File: config.mk
export PLATFORM = sky130hd
export DESIGN_NAME = load_store_unit
export DESIGN_NICKNAME = d
export VERILOG_FILES = /design/src/rtl/lsu_pkg.sv /design/src/rtl/lsu_lane_align.sv /design/src/rtl/load_store_unit.sv
export SDC_FILE = /design/constraint.sdc
export NUM_CORES = 1
export LEC_CHECK = 0
export BUFFER_PORTS_ARGS = -buffer_cell sky130_fd_sc_hd__buf_4
export CORE_ASPECT_RATIO = 1.75
export CORE_UTILIZATION = 40
export DETAILED_ROUTE_END_ITERATION = 8
export PLACE_DENSITY_LB_ADDON = 0.05
export SYNTH_ARGS = -nofsm -noshare
export SYNTH_HDL_FRONTEND = slang
export SYNTH_HIERARCHICAL = 1
export SYNTH_SLANG_ARGS = --single-unit
File: constraint.sdc
create_clock -name clk -period 2.5 [get_ports clk]
set_input_delay 0.5 -clock clk [delete_from_list [all_inputs] [get_ports clk]]
set_output_delay 0.5 -clock clk [all_outputs]
set_load 0.01 [all_outputs]
File: src/rtl/lsu_pkg.sv
// Shared encodings and defaults for the load/store unit and its lane aligner.
package lsu_pkg;

  typedef enum logic [1:0] {
    SZ_BYTE = 2'b00,
    SZ_HALF = 2'b01,
    SZ_WORD = 2'b10,
    SZ_RSVD = 2'b11
  } size_t;

  typedef enum logic [1:0] {
    ST_IDLE,
    ST_ACCESS,
    ST_WRITE,
    ST_RESP
  } lsu_state_t;

  localparam int unsigned LSU_MEM_WORDS = 100;

  // Alignment rule only; the range check depends on the memory size of the instance.
  function automatic logic size_misaligned(input logic [1:0] size, input logic [1:0] offset);
    logic bad;
    case (size)
      SZ_BYTE: bad = 1'b0;
      SZ_HALF: bad = offset[0];
      SZ_WORD: bad = (offset != 2'b00);
      default: bad = 1'b1;
    endcase
    return bad;
  endfunction

endpackage

File: src/rtl/lsu_lane_align.sv
// Little-endian lane muxing: extracts/extends load data and merges sub-word store data.
module lsu_lane_align
  import lsu_pkg::*;
(
  input  logic [31:0] word,
  input  logic [1:0]  offset,
  input  logic [1:0]  size,
  input  logic        is_unsigned,
  input  logic [31:0] wdata,
  output logic [31:0] load_data,
  output logic [31:0] merge_data
);

  logic [7:0]  byte_lane;
  logic [15:0] half_lane;

  always_comb begin
    byte_lane = word[7:0];
    case (offset)
      2'd0: byte_lane = word[7:0];
      2'd1: byte_lane = word[15:8];
      2'd2: byte_lane = word[23:16];
      2'd3: byte_lane = word[31:24];
      default: byte_lane = word[7:0];
    endcase
    half_lane = offset[1] ? word[31:16] : word[15:0];
  end

  always_comb begin
    load_data = word;
    case (size)
      SZ_BYTE: load_data = is_unsigned ? {24'h000000, byte_lane}
                                       : {{24{byte_lane[7]}}, byte_lane};
      SZ_HALF: load_data = is_unsigned ? {16'h0000, half_lane}
                                       : {{16{half_lane[15]}}, half_lane};
      default: load_data = word;
    endcase
  end

  // Only the addressed lane takes store data; the rest keeps the word read from memory.
  always_comb begin
    merge_data = word;
    case (size)
      SZ_BYTE: begin
        case (offset)
          2'd0: merge_data[7:0]   = wdata[7:0];
          2'd1: merge_data[15:8]  = wdata[7:0];
          2'd2: merge_data[23:16] = wdata[7:0];
          2'd3: merge_data[31:24] = wdata[7:0];
          default: merge_data = word;
        endcase
      end
      SZ_HALF: begin
        if (offset[1]) merge_data[31:16] = wdata[15:0];
        else           merge_data[15:0]  = wdata[15:0];
      end
      default: merge_data = wdata;
    endcase
  end

endmodule

File: src/rtl/load_store_unit.sv
// Byte/half/word load-store front end for a word-organised data memory.
module load_store_unit
  import lsu_pkg::*;
#(
  parameter int unsigned MEM_WORDS = LSU_MEM_WORDS
) (
  input  logic        clk,
  input  logic        reset_n,
  input  logic        req_valid,
  output logic        req_ready,
  input  logic        req_we,
  input  logic [1:0]  req_size,
  input  logic        req_unsigned,
  input  logic [31:0] req_addr,
  input  logic [31:0] req_wdata,
  output logic        resp_valid,
  output logic [31:0] resp_rdata,
  output logic        resp_fault,
  output logic        mem_we,
  output logic [31:0] mem_a,
  output logic [31:0] mem_wd,
  input  logic [31:0] mem_rd
);

  lsu_state_t  state, state_next;
  logic        we_q, uns_q, fault_q;
  logic [1:0]  size_q;
  logic [31:0] addr_q, wdata_q, rdata_q, merge_q;
  logic        accept, req_fault, is_word_store;
  logic [31:0] load_data, merge_data;

  assign accept        = (state == ST_IDLE) && req_valid;
  assign req_fault     = size_misaligned(req_size, req_addr[1:0]) ||
                         ({2'b00, req_addr[31:2]} >= MEM_WORDS);
  assign is_word_store = we_q && (size_q == SZ_WORD);

  lsu_lane_align u_lane_align (
    .word        (mem_rd),
    .offset      (addr_q[1:0]),
    .size        (size_q),
    .is_unsigned (uns_q),
    .wdata       (wdata_q),
    .load_data   (load_data),
    .merge_data  (merge_data)
  );

  always_ff @(posedge clk or negedge reset_n) begin
    if (!reset_n) state <= ST_IDLE;
    else          state <= state_next;
  end

  always_comb begin
    state_next = state;
    case (state)
      ST_IDLE:   if (req_valid) state_next = req_fault ? ST_RESP : ST_ACCESS;
      ST_ACCESS: state_next = (we_q && !is_word_store) ? ST_WRITE : ST_RESP;
      ST_WRITE:  state_next = ST_RESP;
      ST_RESP:   state_next = ST_IDLE;
      default:   state_next = ST_IDLE;
    endcase
  end

  // Memory strobes are decoded from state so an async reset drops them immediately.
  always_comb begin
    req_ready  = 1'b0;
    resp_valid = 1'b0;
    resp_fault = 1'b0;
    mem_we     = 1'b0;
    mem_wd     = 32'h0;
    case (state)
      ST_IDLE: req_ready = 1'b1;
      ST_ACCESS: begin
        if (is_word_store && !fault_q) begin
          mem_we = 1'b1;
          mem_wd = wdata_q;
        end
      end
      ST_WRITE: begin
        mem_we = 1'b1;
        mem_wd = merge_q;
      end
      ST_RESP: begin
        resp_valid = 1'b1;
        resp_fault = fault_q;
      end
      default: req_ready = 1'b0;
    endcase
  end

  always_ff @(posedge clk or negedge reset_n) begin
    if (!reset_n) begin
      we_q    <= 1'b0;
      uns_q   <= 1'b0;
      fault_q <= 1'b0;
      size_q  <= 2'b00;
      addr_q  <= 32'h0;
      wdata_q <= 32'h0;
      rdata_q <= 32'h0;
      merge_q <= 32'h0;
    end else begin
      if (accept) begin
        we_q    <= req_we;
        uns_q   <= req_unsigned;
        fault_q <= req_fault;
        size_q  <= req_size;
        addr_q  <= req_addr;
        wdata_q <= req_wdata;
      end
      if (state == ST_ACCESS) begin
        if (!we_q) rdata_q <= load_data;
        else       merge_q <= merge_data;
      end
    end
  end

  assign mem_a = {2'b00, addr_q[31:2]};

  // Load data persists between load responses; store and fault responses read as zero.
  assign resp_rdata = ((state == ST_RESP) && (we_q || fault_q)) ? 32'h0 : rdata_q;

endmodule

Word level (Yosys, flattened, before mapping)
Index checks and enable logic that the tools add are counted.

Magnitude comparators: 1. Eq/ne operators: 11. Multiplexer cells: 25. Bitwise gates (word level): 1. Reduce and logical (&&, ||, !) cells: 16.

Operators by type and width (number): 32-bit case mux with 2 select lines (3); 32-bit 2-to-1 mux (4); 16-bit 2-to-1 mux (3); 8-bit 2-to-1 mux (4); 8-bit case mux with 4 select lines (1); 30-bit by 7-bit greater-or-equal comparator with 1-bit output (second input constant) (1); 2-bit equality test (second input constant) (6); 2-bit by 1-bit equality test with 1-bit output (second input constant) (4); 2-bit zero test (4); 2-bit case mux with 4 select lines (1); 1-bit logical AND (5); 1-bit 2-to-1 mux (5); 2-bit 2-to-1 mux (2); 2-bit AND reduction (2); 1-bit case mux with 3 select lines (1); 1-bit zero test (2); 1-bit logical OR (2); 2-bit != test (second input constant) (1); 1-bit case mux with 2 select lines (1); 2-bit nonzero test (1); 1-bit NOT (1).

Bits in registers: 135. Input port bits: 103. Output and inout bits: 100. Word-level logic and storage cells: 63.

Logic depth before layout (Yosys ltp)
Word-level depth: 6. Mapped depth: 8.

Hierarchy
The synthesis kept the hierarchy.

Modules (own cells, without submodules): load_store_unit (times used 1, cells an instance 460, area an instance 6159.7 sq um, sequential area each 3378.2 sq um); lsu_lane_align (times used 1, cells an instance 224, area an instance 1677.9 sq um, sequential area each 0.0 sq um).

Worst setup path before layout
Ideal clock, no wire load.

Path type: register to output. From: register state[1]. To: output port mem_wd[10]. Arrival: 1475 ps. Data required time: 2000 ps. Slack: 525 ps. Stages on the path, launching flop included: 8. Path buffers: 1. Cells stage by stage: dfrtp_1 inv_1 ha_1 nand2_2 nor3_4 buf_6 a22oi_1 nor2b_1.

Longest elaborated chain between the ends: 2. Elaborated cells between the ends (all ways): 3. Classes of those cells: eq/ne: 2; mux: 1.

RTL lines: start: declaration (RTL line load_store_unit.sv:25) `lsu_state_t state, state_next;`; start signal: assignment (RTL line load_store_unit.sv:49) `else state <= state_next;`; 2-bit equality test or 2-bit by 1-bit equality test with 1-bit output (tied branches) (RTL line load_store_unit.sv:70) `case (state)`; 32-bit case mux with 2 select lines (*) (RTL line load_store_unit.sv:70); end: declaration (RTL line load_store_unit.sv:21) `output logic [31:0] mem_wd,`.

Mark *: on every way between the ends. The rest lies on a longest branch, timed or not.

Final worst setup path
From: register state[1]. To: output port mem_wd[15].

The elaborated chain is that of the path after synthesis.

==> results by stage <==
Run status:
- The run finished, with violations left.
- The final reports fail on negative setup slack.

Drt:
- The final layout contains routed wiring with a total length of 23.9 mm.
- The first detailed-routing pass took 5 iterations.
- The detailed router placed 6159 vias in this run.
- The average wire length per cell after detail routing is 21.3 um.
- The post-detailed-route via-to-cell ratio is about 5.5.
- The DRC violations left is 0.
- In this run the remaining antenna-violating nets after routing total 0.
- The number of design-rule violations left by the first detailed-router iteration is roughly 290.

Synthesis:
- The number of warnings issued by yosys is 6.
- In the synthesized netlist the async set-or-reset flop fraction comes to 100%.
- Among all flip-flop cells after synthesis, the most frequent one is sky130_fd_sc_hd__dfrtp_1.
- Averaged over all synthesized cells, the footprint is approximately 11 um^2.
- The fraction of the yosys area taken by sequential cells is 43.1%.
- The count of flip-flops with a built-in enable after synthesis is 0.
- Summing every instance area after synthesis gives 7840 um^2.
- The synthesized netlist cell count is 684.
- The synthesized netlist contains 55 unique library cells.
- After synthesis the netlist holds a flip-flop and latch count of between 100 and 150.

Worst setup path:
- The required time reported for the critical path endpoint is ~2.0 ns.
- In this run the worst setup path begins at state[1].
- The most critical setup path has its endpoint at mem_wd[15].
- Along the worst path, the maximum fanout reaches 6.
- The startpoint type of the worst setup path is a flop.
- In this run the critical register-to-register path is captured at rdata_q[10].
- The worst register-to-register path has a setup slack of about 0.38 ns.
- The worst reg2reg path depth is 4.
- The type of destination of the critical path is an output port.
- The data arrival at the endpoint of the critical path is 2.02 ns.
- The startpoint identified for the worst register-to-register timing path is addr_q[1].
- The critical path is of the flop to output port type.

GRT:
- The total routing usage reported by global routing is 24.7%.
- The initial antenna violation count is 0.
- Entering global routing, the biggest net connects 49 pins.
- The via count of the first global-routing pass is 6609.
- The total overflow reported by the global router is 0.
- Global routing used a little over 4% of the available met3 tracks.
- The first-pass GRT wire length is approximately 37 mm.
- Global routing consumed, on the met1 layer, between 20 and 30% of the routing resources.
- met2 is the most crowded layer.
- The global routing met2 resource utilization is 44.3%.

Clock network:
- Buffers inserted to repair hold after CTS numbered 0.
- TritonCTS built the clock tree.
- In this run, CTS created clock tree buffers numbering 17.
- After clock tree synthesis, the clock-pin slew on the worst setup and hold paths is 0.06 ns.
- The cell chosen for the clock root is sky130_fd_sc_hd__clkbuf_16.
- The clock latency on the worst-skew pair is around 0.42 ns.
- No sink is reached through more buffers than the 2 on the longest clock path.
- The H-tree was split into 4 levels.
- The clock sink count is 135.

Layout:
- Relative to the synthesized area, the layout overhead comes to 32.3%.
- Summing all non-filler instances in the final layout gives an area of about 10000 um^2.
- The post-route netlist has 53.2% of its cells at a drive strength greater than 1.
- Cells fill 54.0% of the core in the end.
- The finished layout holds 1121 standard cells, fillers aside.
- The layout has 1676 filler cells.
- The area taken by multi-input logic gates is 4060 um^2.
- The repair_antennas step left the layout with diodes totalling 0.
- The final layout contains approximately 1000 nets.
- The area taken by flip-flops and latches is 3380 um^2.

STA:
- Of the available clock period, the critical path in the final layout requires 101%.
- In this run the tightest slew margin relative to its limit is 57.5%.
- The number of slew-limit violations in the final report is 0.
- The worst clock skew is 0.00740 ns.
- The shortest period the worst path allows is 2.52 ns.
- The setup slack after layout is -0.0249 ns.
- After routing, the total negative slack on setup checks comes to -0.120 ns.
- The actual slew at the worst max-slew pin is 0.637 ns.
- The final count of hold timing violations is 0.
- Setup violations remaining at the end of the flow were counted as 12.
- Setup repair after global routing could not meet its margin everywhere.
- Based on the critical path, the design can be clocked at up to just under 0.4 GHz.

Floorplan:
- The initial standard-cell utilization of the core is 40.8%.
- Row generation in the floorplan step produced 67 rows.
- The vertical extent of the die is 187 um.
- The die is 108 um wide.
- The number of top-level pins is 203.
- The floorplan step defined a die boundary enclosing 20200 um^2.
- The standard cell core area is 19200 um^2.

Placed design:
- The HPWL after detailed placement is 17.5 mm.
- The post-placement cell area is 9400 um^2.
- The number of instances in the placed design is 1075.
- At the end of routability-driven placement, the weighted congestion stood at 0.838.
- The number of buffer cells added on primary ports is 200.

Hold path:
- The path class of the tightest hold or removal check is input pin to async pin.

Pwr:
- The highest ir drop seen on vdd is 773 uV.
- The power per cell area is 1370 nW/um^2.
- The static leakage power is 4.75 nW.

Job:
- The number of maximum-capacitance constraint violations is 0.
==> critical path, stage by stage, from the launching register on <==
cell and delay, ns:
sky130_fd_sc_hd__dfrtp_1 0.39, sky130_fd_sc_hd__inv_2 0.08, sky130_fd_sc_hd__ha_4 0.15, sky130_fd_sc_hd__nand2_4 0.05, sky130_fd_sc_hd__nor3_4 0.17, sky130_fd_sc_hd__buf_6 0.21, sky130_fd_sc_hd__buf_8 0.16, sky130_fd_sc_hd__a22oi_2 0.06
sky130_fd_sc_hd__nor2b_2 0.17, sky130_fd_sc_hd__buf_4 0.15
==> where the power goes <==
part,internal [mW],total (mW),switching (mW)
registers,3.29,4.26,0.967
logic,4.02,7.36,3.34
clock network,1.57,2.60,1.03
total,8.88,14.2,5.34
==> registers in the layout (all words and copies together), names as in the netlist <==
name and count:
fault_q 1, rdata_q 32, size_q 2, addr_q 32
uns_q 1, merge_q 32, state 2, we_q 1
wdata_q 32
==> worst min path at each step <==
stage	start	end
2_1_floorplan	reset_n	addr_q[0]
5_1_grt	reset_n	rdata_q[31]
4_1_cts	reset_n	rdata_q[27]
3_3_place_gp	rdata_q[30]	rdata_q[30]
6_report	reset_n	rdata_q[25]
3_5_place_dp	rdata_q[29]	rdata_q[29]
==> Yosys cell counts (13+ instances only) <==
cell type	n	area, um^2
sky130_fd_sc_hd__mux2_2	140	1580
sky130_fd_sc_hd__dfrtp_1	135	3380
sky130_fd_sc_hd__and2_1	42	263
sky130_fd_sc_hd__mux2i_1	42	420
sky130_fd_sc_hd__buf_4	39	293
sky130_fd_sc_hd__nor2b_1	37	231
sky130_fd_sc_hd__nand2_1	36	135
sky130_fd_sc_hd__a22oi_1	32	240
sky130_fd_sc_hd__clkbuf_1	22	82.6
sky130_fd_sc_hd__a221o_1	17	170
sky130_fd_sc_hd__o221ai_1	16	140
sky130_fd_sc_hd__buf_2	15	75.1
sky130_fd_sc_hd__nand3_1	13	65.1
==> area by class of cell <==
| class | count | area share, % |
|---|---|---|
| Multi-Input combinational cell | 464 | 39.1 |
| Sequential cell | 135 | 32.6 |
| Timing Repair Buffer | 246 | 19.4 |
| Clock buffer | 17 | 4.10 |
| Tap cell | 241 | 2.91 |
| Clock inverter | 15 | 1.73 |
| Inverter | 3 | 0.109 |
==> kinds of logic (layout without fill, tap and decap cells) <==
logic type | Yosys count | after routing | synth area share, %
buf+inv | 86 | 281 | 6.85
mux | 186 | 186 | 26.2
flops | 135 | 135 | 43.1
fa+ha+maj | 4 | 4 | 0.639
other cells | 1 | 2 | 0.0478
simple gates | 178 | 178 | 13.4
compound gates | 94 | 94 | 9.72
==> cells in the final DEF (no fill, tap or decap), drive strengths merged, types with 17 or more instances in the layout <==
| cell type | netlist | routed |
|---|---|---|
| nand2 | 37 | 37 |
| a221o | 17 | 17 |
| mux2 | 143 | 143 |
| nor2b | 37 | 37 |
| buf | 61 | 243 |
| clkbuf | 22 | 20 |
| dfrtp | 135 | 135 |
| nand3 | 23 | 23 |
| a22oi | 33 | 33 |
| mux2i | 42 | 42 |
| and2 | 42 | 42 |
==> per-stage QoR <==
step / hold slack [ns] / power [mW] / setup WS (ns)
floorplan: 0.204 / 8.88 / 0.525
global placement: 0.459 / 11.2 / 0.228
detailed placement: 0.469 / 11.3 / 0.194
CTS: 0.0247 / 14.1 / -0.0233
global route: 0.0312 / 15.1 / -0.115
finish: 0.0101 / 14.2 / -0.0249
==> layer usage <==
layer	vias to the layer above	part of all wire, %
met2	221	55
li1	2826	-
met1	3081	38
met4	0	2.2
met3	31	4.2
met5	-	0
==> timing repair <==
action / 4_1_cts / 5_1_grt
buffers inserted: 6 / 4
resized for setup: 14 / 30
pin swaps: 1 / 4
cloned: 1 / 3
setup endpoints to repair: 33 / 59
Note: power is estimated with default switching activity, not from simulation.
